File: config.mk
export PLATFORM = sky130hd
export DESIGN_NAME = intr_seq
export DESIGN_NICKNAME = d
export VERILOG_FILES = /design/src/rtl/intr_seq.sv
export SDC_FILE = /design/constraint.sdc
export NUM_CORES = 1
export LEC_CHECK = 0
export BUFFER_PORTS_ARGS = -buffer_cell sky130_fd_sc_hd__buf_2
export CAP_MARGIN = 20
export CORE_AREA = 2 2 39 41
export CTS_BUF_LIST = sky130_fd_sc_hd__clkbuf_4
export CTS_CLUSTER_SIZE = 10
export DETAILED_ROUTE_END_ITERATION = 7
export DIE_AREA = 0 0 41 43
export HOLD_SLACK_MARGIN = 0.08
export PLACE_DENSITY = 0.62
export SETUP_SLACK_MARGIN = 0.02
export SLEW_MARGIN = 10
export SYNTH_ARGS = -nofsm -noshare
export SYNTH_HDL_FRONTEND = slang
export SYNTH_SLANG_ARGS = --single-unit
File: constraint.sdc
create_clock -name clk -period 3 [get_ports clk]
set_input_delay 0.45 -clock clk [delete_from_list [all_inputs] [get_ports clk]]
set_output_delay 0.45 -clock clk [all_outputs]
set_load 0.02 [all_outputs]
File: src/rtl/intr_seq.sv
// Interrupt sequencer: synchronizes an external request, latches it as pending, and
// steps the control unit through interrupt entry, service and flag-restoring return.
module intr_seq #(
  parameter int unsigned SYNC_STAGES = 2
) (
  input  logic clk,
  input  logic reset_n,
  input  logic intr_in,
  input  logic instr_done,
  input  logic sei,
  input  logic cli,
  input  logic retie,
  input  logic retid,
  output logic int_ack,
  output logic flg_shad_ld,
  output logic flg_ld_sel,
  output logic flg_rest_ld,
  output logic i_en,
  output logic in_isr,
  output logic pending
);

  typedef enum logic [1:0] {StRun, StEnter, StIsr, StRestore} state_e;

  localparam logic [2:0] SettleInit = 3'(SYNC_STAGES + 1);

  state_e                 state_q, state_d;
  logic [SYNC_STAGES-1:0] sync_q;
  logic                   edge_q;
  logic [2:0]             settle_q;
  logic                   pending_q, pending_d;
  logic                   i_en_q, i_en_d;
  logic                   ret_en_q, ret_en_d;
  logic                   int_ack_q, flg_shad_ld_q, flg_ld_sel_q, flg_rest_ld_q, in_isr_q;
  logic                   edge_det;

  // Edges are ignored until the synchronizer has refilled after reset, so a level
  // held high through reset release is not mistaken for a rise.
  assign edge_det = (settle_q == 3'd0) && sync_q[SYNC_STAGES-1] && !edge_q;

  always_comb begin
    state_d   = state_q;
    i_en_d    = i_en_q;
    ret_en_d  = ret_en_q;
    pending_d = pending_q;
    unique case (state_q)
      StRun: begin
        if (cli)      i_en_d = 1'b0;
        else if (sei) i_en_d = 1'b1;
        if (pending_q && i_en_q && instr_done) state_d = StEnter;
      end
      StEnter: begin
        i_en_d    = 1'b0;
        pending_d = 1'b0;
        state_d   = StIsr;
      end
      StIsr: begin
        if (cli)      i_en_d = 1'b0;
        else if (sei) i_en_d = 1'b1;
        if (retid) begin
          ret_en_d = 1'b0;
          state_d  = StRestore;
        end else if (retie) begin
          ret_en_d = 1'b1;
          state_d  = StRestore;
        end
      end
      StRestore: begin
        i_en_d  = ret_en_q;
        state_d = StRun;
      end
      default: state_d = StRun;
    endcase
    if (edge_det) pending_d = 1'b1;
  end

  always_ff @(posedge clk) begin
    if (!reset_n) begin
      state_q       <= StRun;
      sync_q        <= '0;
      edge_q        <= 1'b0;
      settle_q      <= SettleInit;
      pending_q     <= 1'b0;
      i_en_q        <= 1'b0;
      ret_en_q      <= 1'b0;
      int_ack_q     <= 1'b0;
      flg_shad_ld_q <= 1'b0;
      flg_ld_sel_q  <= 1'b0;
      flg_rest_ld_q <= 1'b0;
      in_isr_q      <= 1'b0;
    end else begin
      state_q       <= state_d;
      sync_q        <= {sync_q[SYNC_STAGES-2:0], intr_in};
      edge_q        <= sync_q[SYNC_STAGES-1];
      settle_q      <= (settle_q == 3'd0) ? 3'd0 : settle_q - 3'd1;
      pending_q     <= pending_d;
      i_en_q        <= i_en_d;
      ret_en_q      <= ret_en_d;
      // Strobes are registered from the next state so they are clean Moore outputs.
      int_ack_q     <= (state_d == StEnter);
      flg_shad_ld_q <= (state_d == StEnter);
      flg_ld_sel_q  <= (state_d == StRestore);
      flg_rest_ld_q <= (state_d == StRestore);
      in_isr_q      <= (state_d == StIsr);
    end
  end

  assign int_ack     = int_ack_q;
  assign flg_shad_ld = flg_shad_ld_q;
  assign flg_ld_sel  = flg_ld_sel_q;
  assign flg_rest_ld = flg_rest_ld_q;
  assign in_isr      = in_isr_q;
  assign i_en        = i_en_q;
  assign pending     = pending_q;

endmodule
==> impl_metrics.csv <==
group,metric,value,unit
power,ir_worst_vdd,0.296,mV
synthesis,synth_warnings,0,
global_route,grt_pass1_wl,1200,um
synthesis,synth.mux.area_fraction,0,%
synthesis,syn_inst,47,
placed_design,dp_slack,1.84,ns
global_route,grt_max_degree,10,
worst_setup_path,path_max_fanout,3,
worst_setup_path,startpoint,"i_en",
synthesis,avgSynthCellArea,10.5,um^2
worst_setup_path,cp_cell_sequence,"buf_2",
layout,area_delta_synth_final,19.7,%
worst_setup_path,crit_type,"reg -> out",
timing,period_needed,1.24,ns
worst_setup_path,cp_slowest_cell,"dfxtp_1",
power,power_leakage,0.261,nW
synthesis,synthDistinctLibCells,19,
clock_network,ctsResizeCount,0,
floorplanning,pin_count,15,
layout,largest_reg_flops,3,
layout,reg.largest.list,"settle_q: 3 flops, state_q: 2 flops, sync_q: 2 flops",
timing,final_max_slew_viol_count,0,
clock_network,cts_max_level,1,
worst_setup_path,r2r_slack,1.94,ns
timing,final.setup.tns,0,ns
synthesis,syn-cell-area,494,um^2
drt,first_pass_iters,2,
floorplanning,std_cell_rows,14,
worst_setup_path,path_depth,1,
clock_network,clkLatencyLatePin,0.27,ns
clock_network,cts-hold-fix-buffers,0,
worst_setup_path,cp-endpoint,"i_en",
worst_setup_path,r2r-start,"state_q[0]",
worst_setup_path,arrival,0.79,ns
global_route,grt_usage,11.3,%
clock_network,root_buffer,"clkbuf_4",
floorplanning,dieArea,1760,um^2
worst_setup_path,end_kind,"output port",
floorplanning,die_h,43,um
worst_setup_path,timing.critical_path.buf_inv,1,
timing,hold_violations,0,
synthesis,ys_ff_latch,14,
job,drv_cap,0,
timing,setup_ws,1.76,ns
placed_design,hpwl,552,um
hold_path,hold_path_class,"in -> reg",
status,status,"complete, no violations",
global_route,grt_overflow,0,
synthesis,synthesis.nets,55,
placed_design,place.gp.congestion,0.617,
floorplanning,die_w,41,um
layout,layout.nets,72,
floorplanning,start_util,35.7,%
synthesis,synth_simple_gate_area_share,29.6,%
layout,drive_gt1_share,33.9,%
synthesis,synth_adder_area_share,0,%
drt,antenna_left,0,
clock_network,postCtsSetupRepairBufs,0,
clock_network,cts.sinks,14,
placed_design,portBuffers,14,
drt,vias,367,
global_route,grt_pass1_vias,293,
synthesis,synth-compound-area-share,9.87,%
drt,wl_per_cell,9.87,um
worst_setup_path,ff2ff_path_depth,3,
worst_setup_path,required,2.55,ns
worst_setup_path,critPathTopFamily,"flip-flops",
clock_network,path_clk_slew,0.08,ns
drt,drt_iter0_markers,3,
clock_network,cts_buffers,3,
clock_network,cts_buffer_depth,2,
layout,antenna_cells,0,
timing,fmax,0.804,GHz
timing,slew_headroom,79.4,%
layout,largest-register,"settle_q",
clock_network,cts_tree,"built",
synthesis,synth_top_family_by_area,"simple AND/OR/NAND/NOR gates",
floorplanning,placeableCoreArea,1380,um^2
timing,grt_setup_unrepaired,"no",
global_route,antenna_found_initial,0,
timing,setup_viol,0,
drt,vias_per_cell,4.71,
power,p_per_area,523,nW/um^2
worst_setup_path,r2r-end,"state_q[0]",
power,power,309,uW
drt,wl,770,um
timing,skew,0.00487,ns
timing,tightest_slew,0.309,ns
synthesis,synth_xor_area_share,0,%
drt,drc,0,
worst_setup_path,critPathMaxStageDelay,0.35,ns
synthesis,yosysSeqAreaShare,56.7,%
worst_setup_path,startpoint_type,"flop",
timing,fin_crit_sh,41.5,%
==> cell type report <==
type | count | area [um^2]
Inverter | 1 | 3.75
Tap cell | 16 | 20.0
Sequential cell | 14 | 280
Clock buffer | 3 | 22.5
Timing Repair Buffer | 14 | 70.1
Multi-Input combinational cell | 30 | 195
Fill cell | 153 | 792
==> metrics by stage <==
stage | cell area (um^2) | util (%) | hold slack, ns | cells
floorplan | 494 | - | 0.412 | 47
global placement | 569 | 41.1 | 0.415 | 75
detailed placement | 569 | 41.1 | 0.423 | 75
CTS | 592 | 42.8 | 0.352 | 78
global route | 592 | 42.8 | 0.332 | 78
finish | 592 | 42.8 | 0.363 | 78
==> logic make-up after synthesis <==
group / Yosys count
AOI/OAI and AO/OA: 8
DFF: 14
buffers and inverters: 3
and+or+nand+nor: 22
==> how the worst min path moves through the flow <==
stage          startpoint         to  slack (ns)  cells after the start
2_1_floorplan   sync_q[0]  sync_q[1]        0.41                      1
3_3_place_gp    sync_q[0]  sync_q[1]        0.42                      1
3_5_place_dp    sync_q[0]  sync_q[1]        0.42                      1
4_1_cts             retid   ret_en_q        0.35                      2
5_1_grt             retid   ret_en_q        0.33                      2
6_report            retid   ret_en_q        0.36                      2
==> cell usage after synthesis (all sizes together) <==
library cell,n,area share (%)
a211oi,1,1.5
a21oi,3,3.0
and2,3,3.8
and2b,1,1.5
buf,2,3.0
dfxtp,14,57
inv,1,0.76
nand2,5,4.3
nand3,2,2.0
nor2,6,4.6
nor2b,1,2.8
nor3b,1,3.8
nor4,2,5.6
o21a,1,1.5
o21ai,2,2.0
o2bb2ai,1,1.8
or2,1,1.3
==> power breakdown <==
part           total (mW)  internal [mW]  switching [mW]
clock              0.0997         0.0464          0.0532
sequential          0.193          0.191         0.00298
combinational      0.0161        0.00729         0.00882
==> layer usage <==
layer / wire length, um / GRT usage [%] / up-vias
li1: - / - / 189
met1: 336 / 10.5 / 163
met2: 348 / 15.6 / 13
met3: 71 / 7.85 / 2
met4: 14 / 10.0 / 0
met5: 0 / 0 / -
==> worst reg2reg max path, stage by stage (launching register included) <==
cell     delay (ns)
dfxtp_1        0.50
nor2b_4        0.09
nor3b_4        0.16
or2_1          0.20
==> cell usage in the layout, fill, tap and decap left out, types with 2 or more instances in the layout <==
master,n
nand2_1,4
o21ai_0,2
clkbuf_4,3
nor2_1,6
buf_2,14
a21oi_1,3
and2_1,3
nand3_1,2
dfxtp_1,14
(Power assumes the default switching activity.)
